### config.mk
export PLATFORM = sky130hd
export DESIGN_NAME = tl_tx_arbiter
export DESIGN_NICKNAME = d
export VERILOG_FILES = /design/src/rtl/tl_pkg.sv /design/src/rtl/tl_rr_arb3.sv /design/src/rtl/tl_tx_arbiter.sv
export SDC_FILE = /design/constraint.sdc
export NUM_CORES = 1
export LEC_CHECK = 0
export CELL_PAD_IN_SITES_DETAIL_PLACEMENT = 0
export CELL_PAD_IN_SITES_GLOBAL_PLACEMENT = 2
export CORE_AREA = 5 5 468 470
export DETAILED_ROUTE_END_ITERATION = 6
export DIE_AREA = 0 0 473 475
export PLACE_DENSITY = 0.5
export SYNTH_ARGS = -nofsm -noshare
export SYNTH_HDL_FRONTEND = slang
export SYNTH_SLANG_ARGS = --single-unit
### constraint.sdc
create_clock -name clk -period 3.33 [get_ports clk]
set_clock_uncertainty 0.05 [all_clocks]
set_input_delay 0.666 -clock clk [delete_from_list [all_inputs] [get_ports clk]]
set_output_delay 0.666 -clock clk [all_outputs]
set_load 0.02 [all_outputs]
### src/rtl/tl_pkg.sv
// Shared transaction-layer TX types: beat codes, TLP classes, header field offsets and
// length-to-beats/credits helpers.
package tl_pkg;

  typedef enum logic [2:0] {
    ReqIdle    = 3'd0,
    ReqPHdr    = 3'd1,
    ReqPData   = 3'd2,
    ReqNpHdr   = 3'd3,
    ReqCplHdr  = 3'd5,
    ReqCplData = 3'd6
  } req_t;

  typedef enum logic [1:0] {
    ClsP   = 2'd0,
    ClsNp  = 2'd1,
    ClsCpl = 2'd2
  } cls_t;

  localparam int unsigned HdrLenLsb     = 0;
  localparam int unsigned HdrLenW       = 10;
  localparam int unsigned HdrHasDataBit = 30;

  // A Length field of zero encodes the maximum of 1024 DW.
  function automatic logic [10:0] len_dw(input logic [9:0] len);
    return (len == 10'd0) ? 11'd1024 : {1'b0, len};
  endfunction

  // 256-bit beats needed for a payload of len DW.
  function automatic logic [7:0] beats_of(input logic [9:0] len);
    logic [10:0] l;
    l = len_dw(len) + 11'd7;
    return l[10:3];
  endfunction

  // Data credits (4 DW each) consumed by a payload of len DW.
  function automatic logic [8:0] credits_of(input logic [9:0] len);
    logic [10:0] l;
    l = len_dw(len) + 11'd3;
    return l[10:2];
  endfunction

endpackage

### src/rtl/tl_rr_arb3.sv
// 3-way TX class picker (bit 0 = P, 1 = NP, 2 = CPL). Round-robin by default; with
// TL_TX_ARB_STRICT_PRIO_EN defined it is a fixed CPL > P > NP priority encoder.
module tl_rr_arb3 (
  input  logic       clk,
  input  logic       rst_n,
  input  logic [2:0] elig,
  input  logic       grant_en,
  output logic [2:0] gnt
);

`ifdef TL_TX_ARB_STRICT_PRIO_EN
  always_comb begin
    gnt = 3'b000;
    if (grant_en) begin
      if (elig[2])      gnt = 3'b100;
      else if (elig[0]) gnt = 3'b001;
      else if (elig[1]) gnt = 3'b010;
    end
  end
`else
  logic [1:0] ptr_q;  // class index that has first pick
  logic       found;
  int         idx;

  always_comb begin
    gnt   = 3'b000;
    found = 1'b0;
    idx   = 0;
    for (int i = 0; i < 3; i++) begin
      idx = (int'(ptr_q) + i) % 3;
      if (grant_en && !found && elig[idx]) begin
        gnt[idx] = 1'b1;
        found    = 1'b1;
      end
    end
  end

  always_ff @(posedge clk or negedge rst_n) begin
    if (!rst_n) begin
      ptr_q <= 2'd0;
    end else if (gnt[0]) begin
      ptr_q <= 2'd1;
    end else if (gnt[1]) begin
      ptr_q <= 2'd2;
    end else if (gnt[2]) begin
      ptr_q <= 2'd0;
    end
  end
`endif

endmodule

### src/rtl/tl_tx_arbiter.sv
// TX TLP scheduler: picks P/NP/CPL against credits and retry space, then sequences header
// and payload pops onto the 256-bit DLL stream. TL_TX_ARB_STRICT_PRIO_EN selects fixed priority.
module tl_tx_arbiter import tl_pkg::*; #(
  parameter int unsigned MPS_DW          = 32,
  parameter int unsigned RETRY_DEPTH_LG2 = 8
) (
  input  logic                       clk,
  input  logic                       rst_n,
  input  logic                       link_active_i,
  input  logic                       p_hdr_empty_i,
  input  logic                       np_hdr_empty_i,
  input  logic                       cpl_hdr_empty_i,
  input  logic [127:0]               p_hdr_rdata_i,
  input  logic [127:0]               np_hdr_rdata_i,
  input  logic [95:0]                cpl_hdr_rdata_i,
  input  logic [255:0]               p_data_rdata_i,
  input  logic [255:0]               cpl_data_rdata_i,
  output logic                       p_hdr_rden_o,
  output logic                       np_hdr_rden_o,
  output logic                       cpl_hdr_rden_o,
  output logic                       p_data_rden_o,
  output logic                       cpl_data_rden_o,
  input  logic [3:0]                 p_payload_cnt_i,
  input  logic [3:0]                 cpl_payload_cnt_i,
  output logic                       p_sent_o,
  output logic                       cpl_sent_o,
  input  logic [11:0]                ph_avail_i,
  input  logic [11:0]                pd_avail_i,
  input  logic [11:0]                nh_avail_i,
  input  logic [11:0]                ch_avail_i,
  input  logic [11:0]                cd_avail_i,
  input  logic [RETRY_DEPTH_LG2+2:0] retry_leftover_i,
  output logic [255:0]               tlp_o,
  output logic [2:0]                 req_o
);

  localparam int unsigned BeatW = $clog2(MPS_DW / 8 + 1);

  typedef enum logic [1:0] {StIdle, StHdr, StData} state_t;

  state_t           state_q;
  cls_t             cls_q;
  logic [BeatW-1:0] beats_q;

  logic             p_has, cpl_has;
  logic [9:0]       p_len, cpl_len;
  logic [7:0]       p_beats, cpl_beats;
  logic [2:0]       elig, gnt;
  logic             grant_en;
  cls_t             gnt_cls;
  logic [BeatW-1:0] gnt_beats;
  logic [255:0]     hdr_beat, data_beat;
  req_t             hdr_req, data_req;

  // Eligibility only feeds the grant registers, never the pop strobes.
  always_comb begin
    p_len     = p_hdr_rdata_i[HdrLenLsb +: HdrLenW];
    cpl_len   = cpl_hdr_rdata_i[HdrLenLsb +: HdrLenW];
    p_has     = p_hdr_rdata_i[HdrHasDataBit];
    cpl_has   = cpl_hdr_rdata_i[HdrHasDataBit];
    p_beats   = p_has ? beats_of(p_len) : 8'd0;
    cpl_beats = cpl_has ? beats_of(cpl_len) : 8'd0;

    elig[0] = link_active_i && !p_hdr_empty_i && (ph_avail_i != 12'd0) &&
              (!p_has || ((32'(pd_avail_i) >= 32'(credits_of(p_len))) &&
                          (p_payload_cnt_i != 4'd0))) &&
              (32'(retry_leftover_i) >= 32'd4 + (32'(p_beats) << 3));
    elig[1] = link_active_i && !np_hdr_empty_i && (nh_avail_i != 12'd0) &&
              (32'(retry_leftover_i) >= 32'd4);
    elig[2] = link_active_i && !cpl_hdr_empty_i && (ch_avail_i != 12'd0) &&
              (!cpl_has || ((32'(cd_avail_i) >= 32'(credits_of(cpl_len))) &&
                            (cpl_payload_cnt_i != 4'd0))) &&
              (32'(retry_leftover_i) >= 32'd4 + (32'(cpl_beats) << 3));
  end

  assign grant_en = (state_q == StIdle);

  tl_rr_arb3 u_arb (
    .clk      (clk),
    .rst_n    (rst_n),
    .elig     (elig),
    .grant_en (grant_en),
    .gnt      (gnt)
  );

  always_comb begin
    gnt_cls   = ClsP;
    gnt_beats = '0;
    if (gnt[2]) begin
      gnt_cls   = ClsCpl;
      gnt_beats = BeatW'(cpl_beats);
    end else if (gnt[1]) begin
      gnt_cls   = ClsNp;
    end else if (gnt[0]) begin
      gnt_beats = BeatW'(p_beats);
    end
  end

  always_comb begin
    hdr_beat  = '0;
    data_beat = '0;
    hdr_req   = ReqIdle;
    data_req  = ReqIdle;
    case (cls_q)
      ClsP: begin
        hdr_beat  = {128'd0, p_hdr_rdata_i};
        data_beat = p_data_rdata_i;
        hdr_req   = ReqPHdr;
        data_req  = ReqPData;
      end
      ClsNp: begin
        hdr_beat  = {128'd0, np_hdr_rdata_i};
        hdr_req   = ReqNpHdr;
      end
      ClsCpl: begin
        hdr_beat  = {160'd0, cpl_hdr_rdata_i};
        data_beat = cpl_data_rdata_i;
        hdr_req   = ReqCplHdr;
        data_req  = ReqCplData;
      end
      default: ;
    endcase
  end

  assign p_hdr_rden_o    = (state_q == StHdr)  && (cls_q == ClsP);
  assign np_hdr_rden_o   = (state_q == StHdr)  && (cls_q == ClsNp);
  assign cpl_hdr_rden_o  = (state_q == StHdr)  && (cls_q == ClsCpl);
  assign p_data_rden_o   = (state_q == StData) && (cls_q == ClsP);
  assign cpl_data_rden_o = (state_q == StData) && (cls_q == ClsCpl);

  // The beat is captured from the FWFT head on the same edge that pops it.
  always_ff @(posedge clk or negedge rst_n) begin
    if (!rst_n) begin
      state_q    <= StIdle;
      cls_q      <= ClsP;
      beats_q    <= '0;
      tlp_o      <= '0;
      req_o      <= ReqIdle;
      p_sent_o   <= 1'b0;
      cpl_sent_o <= 1'b0;
    end else begin
      tlp_o      <= '0;
      req_o      <= ReqIdle;
      p_sent_o   <= 1'b0;
      cpl_sent_o <= 1'b0;
      case (state_q)
        StIdle: begin
          if (|gnt) begin
            cls_q   <= gnt_cls;
            beats_q <= gnt_beats;
            state_q <= StHdr;
          end
        end
        StHdr: begin
          tlp_o   <= hdr_beat;
          req_o   <= hdr_req;
          state_q <= (beats_q != '0) ? StData : StIdle;
        end
        StData: begin
          tlp_o   <= data_beat;
          req_o   <= data_req;
          beats_q <= beats_q - BeatW'(1);
          if (beats_q == BeatW'(1)) begin
            p_sent_o   <= (cls_q == ClsP);
            cpl_sent_o <= (cls_q == ClsCpl);
            state_q    <= StIdle;
          end
        end
        default: state_q <= StIdle;
      endcase
    end
  end

endmodule

==> flow_summary.yaml, run 1 <==
outcome:
  status: "finished, violations left"
  violations: "negative setup slack"
routing:
  drt-initial-drc-count: 1160
  drc: 0
  drt-total-wl_um: 193000
  viasPerCell: 3.31
  vias: 18900
  drtPass1Iterations: 7
  wl_per_cell_um: 33.8
  ant_nets: 0
cts:
  clockBufferDepth: 3
  cts_root_buf: "clkbuf_16"
  worstSkewPairLatency_ps: 660
  ctsHtreeMaxLevel: 2
  cts_tree: "done"
  cts_buffers: 47
  clk_pin_slew_ps: 60
  cts.sinks: 270
floorplan:
  initial_core_util: 0.0696
  die_x_um: 473
  dieArea_um2: 225000
  dieHeight_um: 475
  core_area_um2: 214000
  pin_count: 1215
  rows: 170
pwr:
  total_leakage_power_uw: 0.0129
  power_uw: 21000
  max-vdd-ir-drop_mv: 0.398
  powerDensity_nw_per_um2: 612
finish:
  layout.nets: 3792
  layout_commonest_cell: "clkdlybuf4s50_1"
  syn2layout_area_growth_pct: 131
  final_util: 0.160
  final.fill_count: 24200
  layout_common_cells: "clkdlybuf4s50_1 (1185), dfrtp_1 (268), mux2i_1 (224)"
  layout.cells.non_filler: 5725
  layout-drive-gt1-share: 0.145
synthesis:
  ys_seq_elements: 270
  yosysUniqueCellTypes: 64
  synth-edff-count: 0
  post_synth.cell_area_avg_um2: 10.2
  synthCells: 1456
  synth.area.top_cells: "dfrtp_1 (45%), mux2i_1 (15%), a22oi_1 (7.4%)"
  yosysSeqAreaShare: 0.454
  yosys_warnings: 0
  postSynth.asyncResetShare: 1.00
  synth_top_area_share: 0.454
  ys.flop_type: "dfrtp_1"
  syn_area_um2: 14900
  synth_nets: 2449
  synth_top_area_cell: "dfrtp_1"
sta:
  fin_crit_ps: 3900
  final_max_slew_viol_count: 0
  finalCritPeriodShare: 1.17
  max_freq_ghz: 0.256
  max_slew_margin: 0.376
  timing.final.ws_setup_ps: -569
  rsz0062_at_grt: "yes"
  hold_viol_final: 0
  setup_viol_count_final: 9
  worstMarginPinSlew_ps: 936
  whs_ps: 327
grt:
  grt.overflow.total: 0
  grt_pass1_wl_um: 236000
  track_usage: 0.164
  antenna_found_initial: 203
  grt_pass1_vias: 20200
  grt_max_degree: 99
worst_setup_path:
  required_ps: 3840
  arrival_ps: 4400
  end_kind: "flop"
  critPathKind: "input pin to flop"
  startpoint_type: "input pin"
  cp_max_fo: 3
placed_design:
  dpl.cell_count: 5557
  place.gp.congestion: 0.856
  pre_cts_slack_ps: -1850
  dp_hpwl_um: 167000
  io_buffers: 1212
run:
  cap_violations: 0
worst_hold_path:
  hold_class: "input pin to flop"
through the flow:
stage	area (um^2)	TNS, ps
after detailed placement	31900	-15060
final	34300	-3640
after global routing	34200	-5030
after floorplan	15000	-5820
after global placement	31900	-15370
after CTS	34000	-3500
where the power goes:
part,total [uW],internal [uW],switching [uW]
registers,4340,4010,323
logic,11400,4650,6740
clock network,5270,3070,2210
worst paths after layout:
| check | from | to | slack (ps) | depth (start not counted) |
|---|---|---|---|---|
| hold / removal | p_hdr_rdata_i[0] | tlp_o[0]$_DFF_PN0_ | 330 | 3 |
| min in group asynchronous | rst_n | tlp_o[102]$_DFF_PN0_ | 590 | 2 |
| setup / recovery | cpl_hdr_rdata_i[1] | beats_q[2]$_DFFE_PN0P_ | -570 | 23 |
| max in group asynchronous | rst_n | tlp_o[217]$_DFF_PN0_ | 1830 | 3 |
| setup reg to reg | u_arb.ptr_q[0]$_DFFE_PN0P_ | beats_q[2]$_DFFE_PN0P_ | 230 | 10 |
| hold reg to reg | cls_q[1]$_DFFE_PN0P_ | p_sent_o$_DFF_PN0_ | 470 | 1 |
critical path, cell delays in order:
cell and delay (ps):
buf_6 100, buf_6 110, nor3_4 180, buf_6 130, buf_4 100, buf_6 80, nand3b_1 130, xnor2_2 150
nand2_1 130, ha_4 290, nand2_2 60, o311ai_4 230, o221ai_2 150, buf_4 160, buf_4 140, a21oi_2 100
o22a_2 180, buf_6 110, a21boi_4 60, o21a_1 180, or4_4 520, o211a_1 260, nor4_2 190
repair_timing:
action,CTS,global route
pin swaps,59,44
gates resized for setup,157,30
hold endpoints to repair,23,0
setup endpoints to repair,13,11
hold buffers,1,0
buffers inserted,27,8
Yosys cell counts (8+ instances only):
cell and count:
dfrtp_1 270, mux2i_1 224, nor2_1 153, a22oi_1 147
nand2_1 136, clkbuf_1 110, o221ai_1 82, ha_1 44
a21boi_0 34, o21ai_0 26, nor2b_1 17, buf_1 16
nor4_1 16, a21oi_1 15, a222oi_1 15, inv_1 15
xnor2_1 14, xor2_1 12, nand2b_1 11, nand3_1 10
nor3_1 10, o21a_1 8
layer usage:
metal	wire [um]	vias to the layer above	track usage
met5	720	-	0.00195
met4	6610	110	0.0600
met3	27100	369	0.104
met2	84800	1180	0.252
met1	74000	9076	0.184
li1	-	8194	-
layout make-up:
cell class	count	area, um^2	share of cell area
Clock buffer	56	1270	0.0370
Tap cell	2838	3550	0.103
Sequential cell	270	6760	0.197
Inverter	16	63.8	0.00186
Clock inverter	28	330	0.00962
Multi-Input combinational cell	1043	8200	0.239
Timing Repair Buffer	1421	14000	0.408
Antenna cell	53	133	0.00386
logic make-up after synthesis:
family          share of synthesized area
buf+inv                            0.0361
simple gates                        0.112
flops                               0.454
mux                                 0.151
compound gates                      0.195
fa+ha+maj                          0.0370
xor+xnor                           0.0153
state kept, by name, indices dropped and copies added, names as in the netlist:
signal       flops
req_o            3
p_sent_o         1
cpl_sent_o       1
state_q          2
beats_q          3
cls_q            2
u_arb.ptr_q      2
tlp_o          256
(Power assumes the default switching activity.)
==> run 2: changes to the inputs <==
ABC_CLOCK_PERIOD_IN_PS = 3330   (was not set)
==> results of run 2 <==
Final layout, timing and power as in run 1 (identical DEF).
